[src/rtl/cp0_ctrl_pkg.sv]
`default_nettype none
// ============================================================================
// Module      : cp0_ctrl_pkg
// Description : Shared CP0 definitions: register numbers, exception codes,
//               handler address, register layouts and EPC helper.
// Revision    : 1.0 - initial release
// ============================================================================
package cp0_ctrl_pkg;

    // CP0 register numbers
    localparam logic [4:0] CP0_SR    = 5'd12;
    localparam logic [4:0] CP0_CAUSE = 5'd13;
    localparam logic [4:0] CP0_EPC   = 5'd14;
    localparam logic [4:0] CP0_PRID  = 5'd15;

    // Exception codes carried down the pipeline
    typedef enum logic [4:0] {
        EXC_INT     = 5'd0,
        EXC_ADEL    = 5'd4,
        EXC_ADES    = 5'd5,
        EXC_SYSCALL = 5'd8,
        EXC_RI      = 5'd10,
        EXC_OV      = 5'd12
    } exc_code_e;

    // Address every pipeline register loads when Req fires
    localparam logic [31:0] HANDLER_PC = 32'h0000_4180;

    // Implemented SR bits: IM[15:10], EXL[1], IE[0]
    typedef struct packed {
        logic [5:0] im;
        logic       exl;
        logic       ie;
    } sr_t;

    // Implemented Cause bits: BD[31], IP[15:10], ExcCode[6:2]
    typedef struct packed {
        logic       bd;
        logic [5:0] ip;
        logic [4:0] exc_code;
    } cause_t;

    // Restart address: a delay-slot instruction restarts at its branch
    function automatic logic [31:0] epc_target(input logic [31:0] pc,
                                               input logic        delay_slot);
        return delay_slot ? (pc - 32'd4) : pc;
    endfunction

    function automatic logic [31:0] pack_sr(input sr_t sr);
        return {16'd0, sr.im, 8'd0, sr.exl, sr.ie};
    endfunction

    function automatic logic [31:0] pack_cause(input cause_t c);
        return {c.bd, 15'd0, c.ip, 3'd0, c.exc_code, 2'd0};
    endfunction

endpackage
`default_nettype wire

[src/rtl/cp0_int_sync.sv]
`default_nettype none
// ============================================================================
// Module      : cp0_int_sync
// Description : Two-flop synchronizer for the external interrupt lines.
//               Only instantiated when CP0_INT_SYNC_EN is defined.
// Revision    : 1.0 - initial release
// ============================================================================
module cp0_int_sync #(
    parameter int WIDTH = 6
) (
    input  logic             clk,
    input  logic             reset,
    input  logic [WIDTH-1:0] async_in,
    output logic [WIDTH-1:0] sync_out
);

    logic [WIDTH-1:0] meta_d, meta_q;
    logic [WIDTH-1:0] sync_d, sync_q;

    // Shift the lines through the two synchronizing stages
    always_comb begin
        meta_d = async_in;
        sync_d = meta_q;
    end

    // Synchronizer stages, cleared by reset
    always_ff @(posedge clk or negedge reset) begin
        if (!reset) begin
            meta_q <= '0;
            sync_q <= '0;
        end else begin
            meta_q <= meta_d;
            sync_q <= sync_d;
        end
    end

    assign sync_out = sync_q;

endmodule
`default_nettype wire

[src/rtl/cp0_ctrl.sv]
`default_nettype none
// ============================================================================
// Module      : cp0_ctrl
// Description : Coprocessor-0 exception/interrupt controller at the M stage.
//               Holds SR, Cause, EPC, PRId; raises Req to flush the pipe.
//               Define CP0_INT_SYNC_EN to pass HWInt through a two-flop
//               synchronizer (2-cycle interrupt latency); otherwise HWInt
//               is used directly.
// Revision    : 1.0 - initial release
// ============================================================================
import cp0_ctrl_pkg::*;

module cp0_ctrl #(
    parameter logic [31:0] PRID = 32'h2021_0701
) (
    input  logic        clk,
    input  logic        reset,
    input  logic [31:0] M_PC,
    input  logic        M_DelaySlot,
    input  logic [4:0]  M_EXCCode,
    input  logic [5:0]  HWInt,
    input  logic        WrEn,
    input  logic [4:0]  A,
    input  logic [31:0] DIn,
    input  logic        EXLClr,
    output logic [31:0] DOut,
    output logic        Req,
    output logic [31:0] EPCOut
);

    logic [5:0]  hw_int_eff;
    logic        int_req;
    logic        exc_req;
    logic        req;

    sr_t         sr_d, sr_q;
    cause_t      cause_d, cause_q;
    logic [31:0] epc_d, epc_q;

`ifdef CP0_INT_SYNC_EN
    cp0_int_sync #(
        .WIDTH (6)
    ) u_int_sync (
        .clk      (clk),
        .reset    (reset),
        .async_in (HWInt),
        .sync_out (hw_int_eff)
    );
`else
    assign hw_int_eff = HWInt;
`endif

    // Request decode; gated by reset so Req stays low while reset is held
    always_comb begin
        int_req = (|(hw_int_eff & sr_q.im)) & sr_q.ie & ~sr_q.exl;
        exc_req = (M_EXCCode != 5'd0) & ~sr_q.exl;
        req     = (int_req | exc_req) & reset;
    end

    // Next-state for SR/Cause/EPC with priority Req > eret > mtc0
    always_comb begin
        sr_d     = sr_q;
        cause_d  = cause_q;
        epc_d    = epc_q;
        // Pending lines stay visible even while masked
        cause_d.ip = hw_int_eff;
        if (req) begin
            sr_d.exl         = 1'b1;
            cause_d.bd       = M_DelaySlot;
            cause_d.exc_code = int_req ? 5'(EXC_INT) : M_EXCCode;
            epc_d            = epc_target(M_PC, M_DelaySlot);
        end else if (EXLClr) begin
            sr_d.exl = 1'b0;
        end else if (WrEn) begin
            if (A == CP0_SR) begin
                sr_d.im  = DIn[15:10];
                sr_d.exl = DIn[1];
                sr_d.ie  = DIn[0];
            end else if (A == CP0_EPC) begin
                epc_d = DIn;
            end
        end
    end

    // CP0 state registers, cleared asynchronously
    always_ff @(posedge clk or negedge reset) begin
        if (!reset) begin
            sr_q    <= '0;
            cause_q <= '0;
            epc_q   <= '0;
        end else begin
            sr_q    <= sr_d;
            cause_q <= cause_d;
            epc_q   <= epc_d;
        end
    end

    // Combinational register read; same-cycle writes are not bypassed
    always_comb begin
        case (A)
            CP0_SR:    DOut = pack_sr(sr_q);
            CP0_CAUSE: DOut = pack_cause(cause_q);
            CP0_EPC:   DOut = epc_q;
            CP0_PRID:  DOut = PRID;
            default:   DOut = 32'd0;
        endcase
    end

    assign Req    = req;
    assign EPCOut = epc_q;

    // Unimplemented SR bits of the write data are intentionally dropped
    logic unused_din;
    assign unused_din = ^{DIn[31:16], DIn[9:2]};

endmodule
`default_nettype wire

[config.mk]
export PLATFORM = sky130hd
export DESIGN_NAME = cp0_ctrl
export DESIGN_NICKNAME = d
export VERILOG_FILES = /design/src/rtl/cp0_ctrl_pkg.sv /design/src/rtl/cp0_int_sync.sv /design/src/rtl/cp0_ctrl.sv
export SDC_FILE = /design/constraint.sdc
export NUM_CORES = 1
export LEC_CHECK = 0
export ABC_AREA = 0
export CORE_ASPECT_RATIO = 0.75
export CORE_MARGIN = 5
export CORE_UTILIZATION = 42
export DETAILED_ROUTE_END_ITERATION = 10
export PLACE_DENSITY = 0.87
export SYNTH_ARGS = -nofsm -noshare
export SYNTH_HDL_FRONTEND = slang
export SYNTH_HIERARCHICAL = 1
export SYNTH_SLANG_ARGS = --single-unit
[constraint.sdc]
create_clock -name clk -period 2.3 [get_ports clk]
set_input_delay 0.345 -clock clk [delete_from_list [all_inputs] [get_ports clk]]
set_output_delay 0.345 -clock clk [all_outputs]
set_load 0.1 [all_outputs]
After elaboration in Yosys (flattened, before gate mapping)
Index checks and enable logic that the tools add are counted.
{"block": "totals", "reg_bits": 52, "latchBits": 0, "ram_bits": 0, "rom_bits": 0, "in_bits": 85, "out_inout_bits": 65, "wordCells": 44, "n_memories": 0}
{"block": "classes", "addsub": 1, "mul": 0, "div": 0, "magnitude_cmp": 0, "eq_ne": 6, "n_shift": 0, "muxes": 12, "bitwise_logic": 9, "n_reduce_logical": 9}
{"op": "$mux 32", "n": 6}
{"op": "$pmux 32 s4", "n": 1}
{"op": "$sub 32x3->32 const B", "n": 1}
{"op": "$eq 5x4->1 const B", "n": 4}
{"op": "$reduce_and 4->1", "n": 2}
{"op": "$and 6x6->6", "n": 1}
{"op": "$reduce_bool 3->1", "n": 2}
{"op": "$reduce_or 6->1", "n": 1}
{"op": "$mux 5", "n": 1}
{"op": "$reduce_bool 5->1", "n": 1}
{"op": "$and 1x1->1", "n": 4}
{"op": "$mux 2", "n": 2}
{"op": "$reduce_bool 2->1", "n": 2}
{"op": "$not 1->1", "n": 3}
{"op": "$mux 1", "n": 2}
{"op": "$ne 2x1->1 const B", "n": 1}
{"op": "$ne 2x2->1 const B", "n": 1}
{"op": "$reduce_and 2->1", "n": 1}
{"op": "$or 1x1->1", "n": 1}

Logic depth before layout (Yosys ltp)
{"block": "depth", "ltp_word": 8, "depth_mapped": 8, "mapped_depth_nobuf": 7}

Least setup slack after synthesis
No wires, ideal clock.
{"block": "synth_timing", "path_type": "register -> output", "from": "register epc_q[10] (netlist: EPCOut[10])", "to": "output port DOut[10]", "arrival_time_ns": 3.194, "t_required_ns": 1.955, "path_slack_ns": -1.239, "stages_incl_launch_ff": 3, "path_buffers": 0, "path_cell_list": "dfrtp_1 -> a211oi_1 -> nor3_1"}
{"block": "synth_via", "elab_chain_cells": 1}
{"item": "start, declared", "line": "cp0_ctrl.sv:38", "source": "logic [31:0] epc_d, epc_q;"}
{"item": "start signal, assigned", "line": "cp0_ctrl.sv:94", "source": "epc_q <= epc_d;"}
{"item": "$pmux 32 s4", "line": "cp0_ctrl.sv:100", "source": "case (A)"}
{"item": "end, declared", "line": "cp0_ctrl.sv:26", "source": "output logic [31:0] DOut,"}
Every way passes these cells.

Worst setup path after layout
{"block": "layout_timing", "from": "input port HWInt[1]", "to": "output port Req"}
{"block": "layout_via", "elab_chain_cells": 6}
{"item": "start, declared", "line": "cp0_ctrl.sv:21", "source": "input logic [5:0] HWInt,"}
{"item": "$and 6x6->6", "line": "cp0_ctrl.sv:55", "source": "int_req = (|(hw_int_eff & sr_q.im)) & sr_q.ie & ~sr_q.exl;"}
{"item": "$reduce_or 6->1", "line": "cp0_ctrl.sv:55"}
{"item": "$and 1x1->1 (2 in a row)", "line": "cp0_ctrl.sv:55"}
{"item": "$or 1x1->1", "line": "cp0_ctrl.sv:57", "source": "req = (int_req | exc_req) & reset;"}
{"item": "$and 1x1->1", "line": "cp0_ctrl.sv:57"}
{"item": "end, declared", "line": "cp0_ctrl.sv:27", "source": "output logic Req,"}
Every way passes these cells.

==> impl_metrics.yaml <==
worst_setup_path:
  worstPathMaxFanout: 12
  worstPathRequired_ns: 1.96
  start_kind: "primary input"
  r2r_slack_ns: 0.15
  critPathKind: "primary input to output pin"
  critPathLaunch: "HWInt[1]"
  reg2reg_from: "sr_q[3]"
  r2r-end: "sr_q[7]"
  cp-end-kind: "output pin"
  r2r_cells: 8
  crit_path_end: "Req"
  arrival_ns: 1.89
drt:
  wirelength_mm: 11.3
  drc: 0
  wl_per_cell_um: 18.3
  via_count: 3273
  drtAntennaViolNets: 0
  via_per_inst: 5.30
  dr.first_iter.drc_count: 110
  firstDrtPassIters: 5
sta:
  setup_viol: 0
  relSlewSlack: 0.550
  worstMarginPinSlew_ns: 0.676
  finalHoldViolations: 0
  max_freq_mhz: 447
  skew_ns: 0.0128
  holdWs_ns: 0.237
  fin_crit_sh: 0.973
  final.min_clock_period_ns: 2.24
  slew_viol_final: 0
  worst_slack_ns: 0.0620
place:
  globalplace.congestion: 0.843
  hpwl_mm: 9.15
  io_buffers: 149
  placed_area_um2: 5590
  pre_cts_slack_ns: -0.359
synthesis:
  synth_edf_count: 0
  synth_top_area_share: 0.397
  ys_seq_elements: 52
  synth_area_leaders: "dfrtp_1 40%, mux2i_1 18%, xor2_1 5.1%"
  syn_inst: 328
  yosys_warnings: 6
  yosys.area_share.simple: 0.204
  synth.yosys.seq_area_share: 0.397
  synth-async-reset-ratio: 1.00
  synth_ff_type: "dfrtp_1"
  syn_area_per_cell_um2: 9.99
  synth_fa_ha_area_frac: 0.00382
  synth_fp_nets: 414
  synthXorXnorAreaFrac: 0.0668
  synth_top_family_by_area: "multiplexers"
  syn_area_um2: 3280
  yosys.area.top_type: "dfrtp_1"
  synth.distinct_cells: 49
  synth_compound_area_frac: 0.0905
  synth.area.mux_share: 0.208
clocking:
  htreeDepth: 2
  cts_tree: "built"
  cts.sinks: 52
  clockBufferDepth: 2
  clock_latency_ns: 0.30
  numCtsBuffers: 5
  clockRootBuffer: "clkbuf_8"
  path_clk_slew_ns: 0.10
  post_cts_buffers: 0
  hold_buffers: 0
global_routing:
  grt_overflow_total: 0
  grt_usage: 0.231
  use_met3: 0.0461
  grt_pass1_vias: 3503
  antenna_found_initial: 0
  busiest_layer: "met2"
  gr-usage-met2: 0.415
  grt_max_degree: 53
  grt_use_met1: 0.297
  grt_pass1_wl_mm: 18.0
power_and_ir_drop:
  p_leak_nw: 2.42
  power_mw: 3.97
  p_per_area_nw_per_um2: 684
  peakVddDrop_mv: 0.657
run:
  max_cap_violations: 0
floorplan:
  die_area_um2: 9690
  start_util: 0.439
  rows: 27
  die_x_um: 112
  design.core.area_um2: 7470
  pin_count: 150
  die_h_um: 86.5
finish:
  final_common_cell: "clkdlybuf4s50_1"
  post-route-cell-area_um2: 5800
  fillCellCount: 497
  fin_nets: 602
  layout-drive-gt1-share: 0.331
  mostFrequentLayoutCells: "80 x clkdlybuf4s50_1, 76 x buf_4, 59 x mux2i_1"
  num_antenna_cells: 0
  syn2layout_area_growth_pct: 76.9
run_status:
  outcome: "completed"
hold_path:
  min_path_type: "primary input to asynchronous set/reset pin"
synthesized netlist by cell type, types with 2 or more instances:
cell type / count
nand2_1: 19
a22oi_1: 6
nand3b_1: 3
buf_4: 3
dfrtp_1: 52
o31a_1: 2
nor3_1: 6
or4_1: 5
nor2_1: 37
nor4_4: 2
inv_1: 3
and2_1: 13
o21ai_0: 4
clkbuf_1: 7
xor2_1: 19
nand4b_1: 4
nor2b_1: 6
xnor2_1: 6
nor4_1: 4
buf_2: 6
a21oi_1: 8
nand3_1: 7
o21ai_1: 9
a22o_1: 7
mux2i_1: 59
mux2_1: 7
and3_1: 2
flip-flops by register name, indices dropped and copies added (netlist names):
register	flops
sr_q	8
cause_q	12
EPCOut	32
worst min-delay path by stage:
| stage | start | end |
|---|---|---|
| finish | reset | EPCOut[16] |
| detailed placement | cause_q[0] | cause_q[0] |
| global route | reset | EPCOut[16] |
| CTS | reset | EPCOut[13] |
| floorplan | reset | EPCOut[0] |
| global placement | cause_q[3] | cause_q[3] |
cell type report:
type                            instances  area, um^2  share of cell area
Clock buffer                            5        68.8              0.0119
Clock inverter                          3        26.3             0.00453
Inverter                                4        17.5             0.00302
Multi-Input combinational cell        255        2070               0.358
Sequential cell                        52        1300               0.225
Tap cell                              101         126              0.0218
Timing Repair Buffer                  198        2180               0.376
worst max-delay path, cell delays in order:
cell	delay, ns
clkdlybuf4s50_1	0.43
a22o_1	0.27
o31ai_4	0.28
nand2_1	0.10
nand2_2	0.10
inv_4	0.06
buf_12	0.14
buf_12	0.16
metal layers:
layer / vias to the layer above / share of wire
li1: 1554 / -
met1: 1589 / 0.44
met2: 122 / 0.50
met3: 8 / 0.060
met4: 0 / 0.0069
met5: - / 0
what timing repair did:
| item | in CTS | in global routing |
|---|---|---|
| setup endpoints to repair | 8 | 8 |
| hold endpoints to repair | 0 | 0 |
| gates resized for setup | 3 | 17 |
| cloned | 0 | 1 |
| pin swaps | 0 | 3 |
per-stage QoR:
stage | cells | util | TNS, ns
2_1_floorplan | 328 | - | -1.10
5_1_grt | 618 | 0.776 | -0.0483
3_5_place_dp | 609 | 0.749 | -5.44
3_3_place_gp | 609 | 0.749 | -3.42
6_report | 618 | 0.776 | 0
4_1_cts | 617 | 0.764 | 0
cell families (layout without fill, tap and decap cells):
group           after synthesis  in the layout
buf+inv                      21            210
compound gates               44             44
simple gates                118            118
xor+xnor                     25             25
mux                          67             67
fa+ha+maj                     1              1
flops                        52             52
power breakdown:
group          total (mW)  switching [mW]  internal, mW
logic                2.16            1.53         0.630
clock network       0.548           0.323         0.225
registers            1.25           0.158          1.10
Power figures use the tool's default switching activity.
